==> src/rtl/line_stream_pkg.sv <==
// Shared types and width helpers for the line-stream raster path.
//   lss_state_t : source FSM states (IDLE, RUN, STOP)
//   HW(n)       : bit width of a horizontal counter spanning 0..n-1
//   VW(n)       : bit width of a vertical counter spanning 0..n-1 (at least 1)
package line_stream_pkg;

  typedef enum logic [1:0] {
    IDLE = 2'd0,
    RUN  = 2'd1,
    STOP = 2'd2
  } lss_state_t;

  function automatic int HW(input int line_end);
    return (line_end > 1) ? $clog2(line_end) : 1;
  endfunction

  // A one-line frame still needs a 1-bit line index port.
  function automatic int VW(input int height);
    return (height > 1) ? $clog2(height) : 1;
  endfunction

endpackage

==> src/rtl/raster_timing_cnt.sv <==
// Horizontal/vertical raster position counters.
//   clk, rst          : clock, asynchronous active-high reset
//   i_en              : advance one slot per cycle
//   i_clr             : synchronous clear of both counters (wins over i_en)
//   o_hcnt            : slot within line, 0..H_TOTAL-1
//   o_vcnt            : line within frame, 0..V_TOTAL-1
//   o_line_last       : current slot is the last of its line
//   o_frame_last      : current slot is the last of the frame
module raster_timing_cnt
  import line_stream_pkg::*;
#(
  parameter int H_TOTAL = 2048,
  parameter int V_TOTAL = 900
) (
  input  logic                   clk,
  input  logic                   rst,
  input  logic                   i_en,
  input  logic                   i_clr,
  output logic [HW(H_TOTAL)-1:0] o_hcnt,
  output logic [VW(V_TOTAL)-1:0] o_vcnt,
  output logic                   o_line_last,
  output logic                   o_frame_last
);

  localparam int HW_L = HW(H_TOTAL);
  localparam int VW_L = VW(V_TOTAL);
  localparam logic [HW_L-1:0] H_LAST = HW_L'(H_TOTAL - 1);
  localparam logic [VW_L-1:0] V_LAST = VW_L'(V_TOTAL - 1);

  logic [HW_L-1:0] r_hcnt;
  logic [VW_L-1:0] r_vcnt;
  logic            w_line_last;
  logic            w_frame_last;

  assign w_line_last  = (r_hcnt == H_LAST);
  assign w_frame_last = w_line_last && (r_vcnt == V_LAST);

  // NOTE: sequential state uses non-blocking assignments so every register
  // samples the pre-edge values, independent of statement order.
  always_ff @(posedge clk or posedge rst) begin
    if (rst) begin
      r_hcnt <= '0;
      r_vcnt <= '0;
    end else if (i_clr) begin
      r_hcnt <= '0;
      r_vcnt <= '0;
    end else if (i_en) begin
      if (w_line_last) begin
        r_hcnt <= '0;
        r_vcnt <= w_frame_last ? '0 : r_vcnt + VW_L'(1);
      end else begin
        r_hcnt <= r_hcnt + HW_L'(1);
      end
    end
  end

  assign o_hcnt       = r_hcnt;
  assign o_vcnt       = r_vcnt;
  assign o_line_last  = w_line_last;
  assign o_frame_last = w_frame_last;

endmodule

==> src/rtl/line_stream_src.sv <==
// Raster source for the line-buffer window path. Pops pixels from an
// upstream valid/ready source into fixed-timing slots: SCREENWIDTH active
// slots then blanking up to LINE_END cycles per line, SCREENHEIGHT lines.
// Horizontal timing never stalls; a missing pixel loses its slot.
//   clk, rst       : clock, asynchronous active-high reset
//   tp_i           : test-pattern select (only with LINE_STREAM_TEST_PATTERN_EN)
//   en_i           : stream enable; dropping it finishes the current frame
//   s_data_i/s_valid_i/s_ready_o : upstream pixel handshake (ready is combinational)
//   data_o, dv_o   : registered pixel and valid
//   line_end_o     : registered pulse on the last slot of each line
//   frame_start_o  : registered pulse on slot 0 of line 0
//   underflow_o    : sticky, active slot without upstream data
//   line_cnt_o     : current line index
// Optional feature macro: LINE_STREAM_TEST_PATTERN_EN adds tp_i, which
// replaces upstream data with hcnt ^ vcnt on every active slot.
module line_stream_src
  import line_stream_pkg::*;
#(
  parameter int COLORDEPTH   = 8,
  parameter int SCREENWIDTH  = 1600,
  parameter int LINE_END     = 2048,
  parameter int SCREENHEIGHT = 900
) (
  input  logic                        clk,
  input  logic                        rst,
`ifdef LINE_STREAM_TEST_PATTERN_EN
  input  logic                        tp_i,
`endif
  input  logic                        en_i,
  input  logic [COLORDEPTH-1:0]       s_data_i,
  input  logic                        s_valid_i,
  output logic                        s_ready_o,
  output logic [COLORDEPTH-1:0]       data_o,
  output logic                        dv_o,
  output logic                        line_end_o,
  output logic                        frame_start_o,
  output logic                        underflow_o,
  output logic [VW(SCREENHEIGHT)-1:0] line_cnt_o
);

  localparam int HW_L = HW(LINE_END);
  localparam int VW_L = VW(SCREENHEIGHT);

  if (SCREENWIDTH <= 0 || SCREENWIDTH >= LINE_END || SCREENHEIGHT < 1) begin : g_bad_params
    $error("line_stream_src: need 0 < SCREENWIDTH < LINE_END and SCREENHEIGHT >= 1");
  end

  localparam logic [HW_L-1:0] SW_L = HW_L'(SCREENWIDTH);

  lss_state_t      r_state;
  lss_state_t      w_state_nxt;
  logic            w_cnt_clr;
  logic            w_running;
  logic            w_active;
  logic            w_tp;
  logic [HW_L-1:0] w_hcnt;
  logic [VW_L-1:0] w_vcnt;
  logic            w_line_last;
  logic            w_frame_last;

  logic [COLORDEPTH-1:0] r_data;
  logic                  r_dv;
  logic                  r_line_end;
  logic                  r_frame_start;
  logic                  r_underflow;

  raster_timing_cnt #(
    .H_TOTAL (LINE_END),
    .V_TOTAL (SCREENHEIGHT)
  ) u_cnt (
    .clk          (clk),
    .rst          (rst),
    .i_en         (w_running),
    .i_clr        (w_cnt_clr),
    .o_hcnt       (w_hcnt),
    .o_vcnt       (w_vcnt),
    .o_line_last  (w_line_last),
    .o_frame_last (w_frame_last)
  );

  always_ff @(posedge clk or posedge rst) begin
    if (rst) r_state <= IDLE;
    else     r_state <= w_state_nxt;
  end

  // NOTE: every signal written here gets a default first, so no path
  // through the case can leave it unassigned and infer a latch.
  always_comb begin
    w_state_nxt = r_state;
    w_cnt_clr   = 1'b0;
    case (r_state)
      IDLE: if (en_i) w_state_nxt = RUN;
      RUN:  if (!en_i) w_state_nxt = STOP;
      STOP: begin
        if (en_i) begin
          w_state_nxt = RUN;
        end else if (w_frame_last) begin
          w_state_nxt = IDLE;
          w_cnt_clr   = 1'b1;
        end
      end
      default: w_state_nxt = IDLE;
    endcase
  end

  assign w_running = (r_state != IDLE);
  assign w_active  = w_running && (w_hcnt < SW_L);

`ifdef LINE_STREAM_TEST_PATTERN_EN
  logic [COLORDEPTH-1:0] w_pattern;
  assign w_tp      = tp_i;
  assign w_pattern = COLORDEPTH'(w_hcnt) ^ COLORDEPTH'(w_vcnt);
`else
  assign w_tp = 1'b0;
`endif

  // Pattern mode owns the slot, so the upstream is never popped.
  assign s_ready_o = w_active && !w_tp;

  always_ff @(posedge clk or posedge rst) begin
    if (rst) begin
      r_data        <= '0;
      r_dv          <= 1'b0;
      r_line_end    <= 1'b0;
      r_frame_start <= 1'b0;
      r_underflow   <= 1'b0;
    end else begin
      r_dv          <= 1'b0;
      r_line_end    <= w_running && w_line_last;
      r_frame_start <= w_running && (w_hcnt == '0) && (w_vcnt == '0);
      if (w_active) begin
`ifdef LINE_STREAM_TEST_PATTERN_EN
        if (w_tp) begin
          r_dv   <= 1'b1;
          r_data <= w_pattern;
        end else
`endif
        if (s_valid_i) begin
          r_dv   <= 1'b1;
          r_data <= s_data_i;
        end else if (!w_tp) begin
          // Slot is lost; data_o keeps the previous pixel.
          r_underflow <= 1'b1;
        end
      end
    end
  end

  assign data_o        = r_data;
  assign dv_o          = r_dv;
  assign line_end_o    = r_line_end;
  assign frame_start_o = r_frame_start;
  assign underflow_o   = r_underflow;
  assign line_cnt_o    = w_vcnt;

endmodule
==> config.mk <==
export PLATFORM = sky130hd
export DESIGN_NAME = line_stream_src
export DESIGN_NICKNAME = d
export VERILOG_FILES = /design/src/rtl/line_stream_pkg.sv /design/src/rtl/raster_timing_cnt.sv /design/src/rtl/line_stream_src.sv
export SDC_FILE = /design/constraint.sdc
export NUM_CORES = 1
export LEC_CHECK = 0
export ABC_AREA = 1
export BUFFER_PORTS_ARGS = -buffer_cell sky130_fd_sc_hd__buf_4
export CORE_MARGIN = 3
export CORE_UTILIZATION = 49
export DETAILED_ROUTE_END_ITERATION = 12
export GPL_TIMING_DRIVEN = 0
export PLACE_DENSITY = 0.75
export SLEW_MARGIN = 20
export SYNTH_ARGS = -nofsm -noshare
export SYNTH_HDL_FRONTEND = slang
export SYNTH_SLANG_ARGS = --single-unit
==> constraint.sdc <==
create_clock -name clk -period 1.3 [get_ports clk]
set_input_delay 0.065 -clock clk [delete_from_list [all_inputs] [get_ports clk]]
set_output_delay 0.065 -clock clk [all_outputs]
set_load 0.01 [all_outputs]
==> metrics.sh, run 1 <==
NETLIST_INSTANCES=228
TIMING_WORST_SLEW_PIN_VALUE_NS=0.744
PLACE_INST=308
SYNTH-COMPOUND-AREA-SHARE=0.0566
DRT_PRE_ANTENNA_ITERS=5
ANTENNA_DIODE_INSTANCE_COUNT=0
FINALHOLDVIOLCOUNT=0
FF2FF_PATH_DEPTH=8
ROUTED_LEN_INST_UM=15.9
SYNTH-ASYNC-RESET-RATIO=1.00
INITIAL_CORE_UTIL=0.532
VDD.IR_DROP.WORST_uV=1120
POST_DRT_VIA_CELL_RATIO=5.41
YS_FF_LATCH=35
DRT.ANTENNA.VIOLATING_NETS=0
SYNTHDOMINANTCELLAREASHARE=0.471
CTS_SINKS=35
PLACED_CELL_AREA_UM2=2170
IO_BUFFER_COUNT=34
DETAIL_ROUTE.ITER0.VIOLATIONS=170
CLOCK_PIN_SLEW_OF_THE_REGISTERS_ON_THE_WORST_CASE_SETUP_AND_HOLD_PATHS_NS=0.08
WL_UM=5570
GRT_PASS1_WL_UM=7980
SYNTH_TOP_FAMILY_BY_AREA='simple AND/OR/NAND/NOR gates'
TIMING.FINAL.CRIT_PERIOD_NS=1.47
SYNTH_ENABLE_FLOP_CELLS=0
H-TREE-DEPTH=2
TRITONCTS.NUM_BUFFERS=5
GR-TOTAL-OVERFLOW=0
SYNTHTOPCELLSBYAREA='dfrtp_1, nand2_1, nor2_1'
POST_SYNTH_INSTANCE_AREA_UM2=1860
DPL.HPWL_UM=2760
REGTOREGSTARTPOINT='u_cnt.o_hcnt[0]'
GR-USAGE-MET1=0.296
POST-ROUTE-WORST-SETUP-SLACK_NS=-0.166
CELLPOWERDENSITY_nW_PER_UM2=1240
LAYOUT.CELLS.NON_FILLER=351
SYN_NETS=244
CRITICAL_PATH_ARRIVAL_NS=1.64
TIMING.CRITICAL_PATH.FROM_TYPE='flip-flop'
GLOBAL_ROUTE.USAGE.MET3=0.0449
MAX_CAP_VIOLATIONS=0
FMAX_GHz=0.682
CTS_ROOT_BUF='clkbuf_8'
NETLIST_TOP_CELLS_COUNT='nand2_1, dfrtp_1, nor2_1'
FINAL_LAYOUT_SIZE_SUFFIX_GT1_FRAC=0.430
STD_CELL_ROWS=21
FINALCRITPERIODSHARE=1.13
CLOCK_TREE.BUFFER_DEPTH=2
FINALCOREUTILIZATION=0.798
FILLER_CELL_COUNT=223
END_OF_THE_WORST_REGISTER_TO_REGISTER_PATH='r_state[1]'
SETUP.REG_TO_REG.WORST_SLACK_NS=-0.17
FINAL-SETUP-VIOL-COUNT=19
SEQ_TOTAL_AREA_YOSYS=0.471
FAILED_CHECKS='setup timing'
WORST_SLEW_MARGIN_REL=0.503
VIAS=1898
NUM-NETS-FINAL=320
CLOCK_INSERTION_DELAY_WORST_SKEW_NS=0.30
WORST-SETUP-PATH-TYPE='flip-flop to flip-flop'
DRC_ERRORS=0
SYNTH_CELL_TYPE_COUNT=31
SYNTH_TOP_AREA_CELL='dfrtp_1'
DIE_H_UM=67.6
SYNTH-XOR-AREA-SHARE=0.0283
GRT_ANTENNA_BEFORE_REPAIR=0
AREA.GROWTH.SYNTH_TO_FINAL_PCT=50.0
RSZ0062_AT_GRT='true'
SYNTH_FLOP_CELL='dfrtp_1'
TRITONCTS='done'
SLEW_VIOLATIONS=0
YS_WARN_COUNT=0
FINALINSTANCEAREA_UM2=2790
WORST_EP_REQUIRED_TIME_NS=1.48
TRACK_USAGE=0.237
MAXIMUM_FANOUT_COUNT_ALONG_THE_CRITICAL_PATH=3
DIE_WIDTH_UM=67.6
DESIGN.DIE.AREA_UM2=4570
SYNTHMUXAREASHARE=0
FINAL_WTD_CONGESTION=0.860
RESULT_OF_THE_RUN='finished with violations'
SYNTH_ADDER_AREA_SHARE=0.0269
SETUP.WORST_PATH.END_CLASS='flip-flop'
GRT_START_MAX_NET_PINS=36
POWER_LEAKAGE_nW=1.43
SYNTHMOSTINSTANTIATEDCELL='nand2_1'
CLOCK-SKEW-FINAL_NS=0.00932
GRT_UTIL_MET2=0.411
GRT_PASS1_VIAS=1736
HP-CLASS='input pin to async pin'
AVGSYNTHCELLAREA_UM2=8.15
IO_PINS=35
SYNTH_SIMPLE_GATE_AREA_SHARE=0.345
GR-MAX-USAGE-LAYER='met2'
CORE_UM2=3490
report_power, final:
group / internal, mW / switching, mW
combinational: 0.493 / 0.523
clock: 0.620 / 0.408
sequential: 1.25 / 0.160
timing repair:
item / 4_1_cts / 5_1_grt
hold buffers: 11 / 0
pin swaps: 7 / 14
buffers inserted: 8 / 16
cloned: 2 / 0
endpoints found under the hold margin: 45 / 0
gates resized for setup: 20 / 49
setup endpoints to repair: 29 / 28
sequential cells by signal, indices dropped and copies added (netlist names):
name and cells:
data_o 8, dv_o 1, frame_start_o 1, line_end_o 1, r_state 2, u_cnt.o_hcnt 11, u_cnt.o_vcnt 10, underflow_o 1
placed cells by master, fill, tap and decap left out, drive strengths merged:
cell type,count
a21boi,1
nand2,71
xor2,3
o21bai,1
nor4,2
nand4,8
inv,27
dfrtp,35
o22ai,1
o211ai,1
bufinv,1
a21oi,3
buf,58
xnor2,3
nor3b,1
dlygate4sd3,11
ha,4
nand3,15
nor2,31
clkinv,2
nor3,6
nand3b,2
o21ai,10
clkbuf,8
routing by layer:
metal	up-vias	part of all wire
met3	15	0.072
met4	0	0.021
met5	-	0
met2	98	0.52
met1	903	0.38
li1	882	-
worst max path at each step:
stage	from	to	slack, ns	cells after the start
3_5_place_dp	r_state[0]	data_o[4]	-0.18	8
2_1_floorplan	u_cnt.o_hcnt[0]	u_cnt.o_vcnt[0]	-0.02	8
3_3_place_gp	r_state[0]	data_o[7]	-0.16	8
6_report	u_cnt.o_hcnt[0]	r_state[1]	-0.17	8
4_1_cts	u_cnt.o_hcnt[1]	u_cnt.o_vcnt[0]	-0.10	8
5_1_grt	u_cnt.o_vcnt[0]	r_state[1]	-0.24	8
area by class of cell:
type / instances / area, um^2 / share of cell area
clock inverters: 2 / 35.0 / 0.0126
well taps: 46 / 57.6 / 0.0206
inverters: 28 / 120 / 0.0431
repair buffers: 69 / 572 / 0.205
plain buffers: 2 / 27.5 / 0.00987
multi-input cells: 163 / 1010 / 0.363
flip-flops and latches: 35 / 881 / 0.316
clock buffers: 6 / 82.6 / 0.0296
through the flow:
stage	hold slack (ns)	power, mW	TNS [ns]	setup slack, ns
floorplan	0.161	1.77	-0.0705	-0.0196
global placement	0.262	1.96	-4.91	-0.161
detailed placement	0.243	1.98	-3.43	-0.181
CTS	0.473	3.15	-1.29	-0.101
global route	0.508	3.60	-3.26	-0.240
finish	0.458	3.45	-1.82	-0.166
cells by family (layout without fill, tap and decap cells):
group	Yosys count	in the layout
xor gates and xnor gates	6	6
and+or+nand+nor	135	136
adders and majority gates	4	4
buffers and inverters	31	107
AOI/OAI and AO/OA	17	17
DFF	35	35
critical path, cell delays in order, from the launching register on:
cell and delay [ns]:
dfrtp_1 0.37, ha_2 0.20, nand2_2 0.07, nor2_4 0.13
nand3_1 0.19, inv_2 0.14, nand2_1 0.11, nand2_1 0.08
o21ai_0 0.07
Note: power is estimated with default switching activity, not from simulation.
==> run 2, diff against run 1 <==
Settings changed: CELL_PAD_IN_SITES_DETAIL_PLACEMENT from default to 0, CELL_PAD_IN_SITES_GLOBAL_PLACEMENT from default to 2, CORE_UTILIZATION 49 to 29, PLACE_DENSITY 0.75 to 0.87.
==> metrics.sh, run 2 (same netlist as run 1, synthesis figures left out) <==
AREA.GROWTH.SYNTH_TO_FINAL_PCT=53.6
GRT_START_MAX_NET_PINS=27
NUM-NETS-FINAL=320
CRITICAL_PATH.TOP_DELAY_FAMILY='simple AND/OR/NAND/NOR gates'
PLACE_INST=338
ANTENNA_DIODE_INSTANCE_COUNT=0
DIE_WIDTH_UM=86.0
SETUP.REG_TO_REG.WORST_SLACK_NS=-0.13
TIMING_WORST_SLEW_PIN_VALUE_NS=0.307
WORST_SLEW_MARGIN_REL=0.795
WL_UM=4990
TRACK_USAGE=0.141
CORE_UM2=6060
INITIAL_CORE_UTIL=0.307
VDD.IR_DROP.WORST_uV=432
LAYOUT.CELLS.NON_FILLER=380
TIMING.CRITICAL_PATH.FROM_TYPE='flip-flop'
VIAS=1761
CLOCK_TREE.BUFFER_DEPTH=2
CTS_ROOT_BUF='clkbuf_8'
MAX_CAP_VIOLATIONS=0
FINAL_WTD_CONGESTION=0.736
WORST_PATH_LARGEST_CELL_DELAY_NS=0.36
DESIGN.DIE.AREA_UM2=7400
RSZ0062_AT_GRT='true'
H-TREE-DEPTH=2
CLOCK_PIN_SLEW_OF_THE_REGISTERS_ON_THE_WORST_CASE_SETUP_AND_HOLD_PATHS_NS=0.08
CRIT_CHAIN='ha_2 > nand2_2 > nor2_4 > nand2_4 > nor2_8 > buf_12 > buf_12 > nand3b_4 > o21ai_2'
CELLPOWERDENSITY_nW_PER_UM2=1160
REGTOREGSTARTPOINT='u_cnt.o_hcnt[1]'
CRIT_SLOWEST_CELL='dfrtp_1'
DRC_ERRORS=0
POWER_LEAKAGE_nW=1.46
CLOCK_INSERTION_DELAY_WORST_SKEW_NS=0.29
STD_CELL_ROWS=28
MOST_FREQUENT_CELLS_IN_THE_LAYOUT='nand2_1, buf_4, dfrtp_1, nor2_1, inv_1'
TIMING.CRITICAL_PATH.DEPTH=9
CRIT_TOP_CELL='buf_12'
WORSTSETUPSTARTPOINT='u_cnt.o_hcnt[1]'
MOST_COMMON_CELL_AFTER_LAYOUT_FILL_AND_TAPS_ASIDE='nand2_1'
RESULT_OF_THE_RUN='finished with violations'
FILLER_CELL_COUNT=626
CLOCK-SKEW-FINAL_NS=0.00801
WORST-SETUP-PATH-TYPE='flip-flop to flip-flop'
WORST_EP_REQUIRED_TIME_NS=1.53
FINAL_LAYOUT_SIZE_SUFFIX_GT1_FRAC=0.423
FMAX_GHz=0.700
IO_PINS=35
GRT_ANTENNA_BEFORE_REPAIR=0
FINAL-SETUP-VIOL-COUNT=20
TRITONCTS='done'
POST-ROUTE-WORST-SETUP-SLACK_NS=-0.128
DIE_H_UM=86.0
DPL.HPWL_UM=3240
CRITICAL_PATH_ARRIVAL_NS=1.65
DRT.ANTENNA.VIOLATING_NETS=0
SETUP_TNS_NS=-1.70
IO_BUFFER_COUNT=34
GRT_PASS1_WL_UM=8250
CRITICAL_PATH_SINK='u_cnt.o_vcnt[4]'
DETAIL_ROUTE.ITER0.VIOLATIONS=75
ROUTED_LEN_INST_UM=13.1
DRT_PRE_ANTENNA_ITERS=4
FF2FF_PATH_DEPTH=9
CP.BUFFERS_INVERTERS=2
CTS_SINKS=35
LARGEST_REGISTER_FF_COUNT=11
END_OF_THE_WORST_REGISTER_TO_REGISTER_PATH='u_cnt.o_vcnt[4]'
GRT_PASS1_VIAS=1714
MAXIMUM_FANOUT_COUNT_ALONG_THE_CRITICAL_PATH=5
TIMING.FINAL.CRIT_PERIOD_NS=1.43
TRITONCTS.NUM_BUFFERS=5
POST_DRT_VIA_CELL_RATIO=4.63
FINALCRITPERIODSHARE=1.10
GR-TOTAL-OVERFLOW=0
FAILED_CHECKS='setup timing'
SLEW_VIOLATIONS=0
SETUP.WORST_PATH.END_CLASS='flip-flop'
HP-CLASS='input pin to async pin'
FINALHOLDVIOLCOUNT=0
FINALCOREUTILIZATION=0.471
[run 2: changes by cell type in the layout (fill, tap and decap cells not counted), sizes merged]
cell	delta
buf	+2
clkinv	+1
clkbuf	-3
[run 2: worst min-delay path by stage]
| stage | endpoint | slack [ns] | cells past startpoint |
|---|---|---|---|
| finish | line_end_o | 0.25 | 3 |
| global route | line_end_o | 0.28 | 3 |
| CTS | line_end_o | 0.26 | 3 |
| detailed placement | line_end_o | 0.02 | 2 |
| global placement | data_o[6] | 0.26 | 3 |
| floorplan | underflow_o | 0.16 | 1 |
[run 2: metrics by stage]
| stage | area [um^2] | hold slack [ns] | worst slack [ns] | power, mW |
|---|---|---|---|---|
| after floorplan | 1860 | 0.161 | -0.0196 | 1.77 |
| after global placement | 2210 | 0.263 | -0.232 | 1.98 |
| after detailed placement | 2230 | 0.0158 | -0.231 | 2.00 |
| after CTS | 2660 | 0.256 | -0.127 | 3.18 |
| after global routing | 2850 | 0.278 | -0.187 | 3.50 |
| final | 2850 | 0.250 | -0.128 | 3.30 |
[run 2: what timing repair did]
| action | 4_1_cts | 5_1_grt |
|---|---|---|
| endpoints found under the setup margin | 30 | 28 |
| resized for setup | 26 | 44 |
| setup buffers | 13 | 10 |
| gates cloned | 2 | 0 |
| pin swaps | 6 | 11 |
| hold buffers | 11 | 0 |
| endpoints found under the hold margin | 45 | 0 |
[run 2: final cells by class]
| class | count | area [um^2] | area share |
|---|---|---|---|
| plain buffers | 2 | 25.0 | 0.00877 |
| clock buffers | 5 | 68.8 | 0.0241 |
| clock inverters | 3 | 43.8 | 0.0153 |
| inverters | 28 | 118 | 0.0412 |
| multi-input cells | 163 | 1030 | 0.363 |
| flip-flops and latches | 35 | 881 | 0.309 |
| well taps | 75 | 93.8 | 0.0329 |
| repair buffers | 69 | 589 | 0.206 |
[run 2: tightest hold or removal path, cell delays in order]
cell	delay, ns
dlygate4sd3_1	0.53
buf_4	0.13
inv_2	0.19
[run 2: power by group]
part	total, mW	internal, mW	switching, mW	leakage [nW]
clock	0.992	0.571	0.421	0.0581
combinational	0.886	0.436	0.450	0.948
sequential	1.42	1.25	0.173	0.450
[run 2: metal layers]
layer	wire [um]	up-vias	global-route usage	part of all wire
met5	0	-	0	0
met4	67	0	0.0475	0.013
met3	164	5	0.0202	0.033
met2	2470	31	0.234	0.50
met1	2280	847	0.187	0.46
li1	-	878	-	-
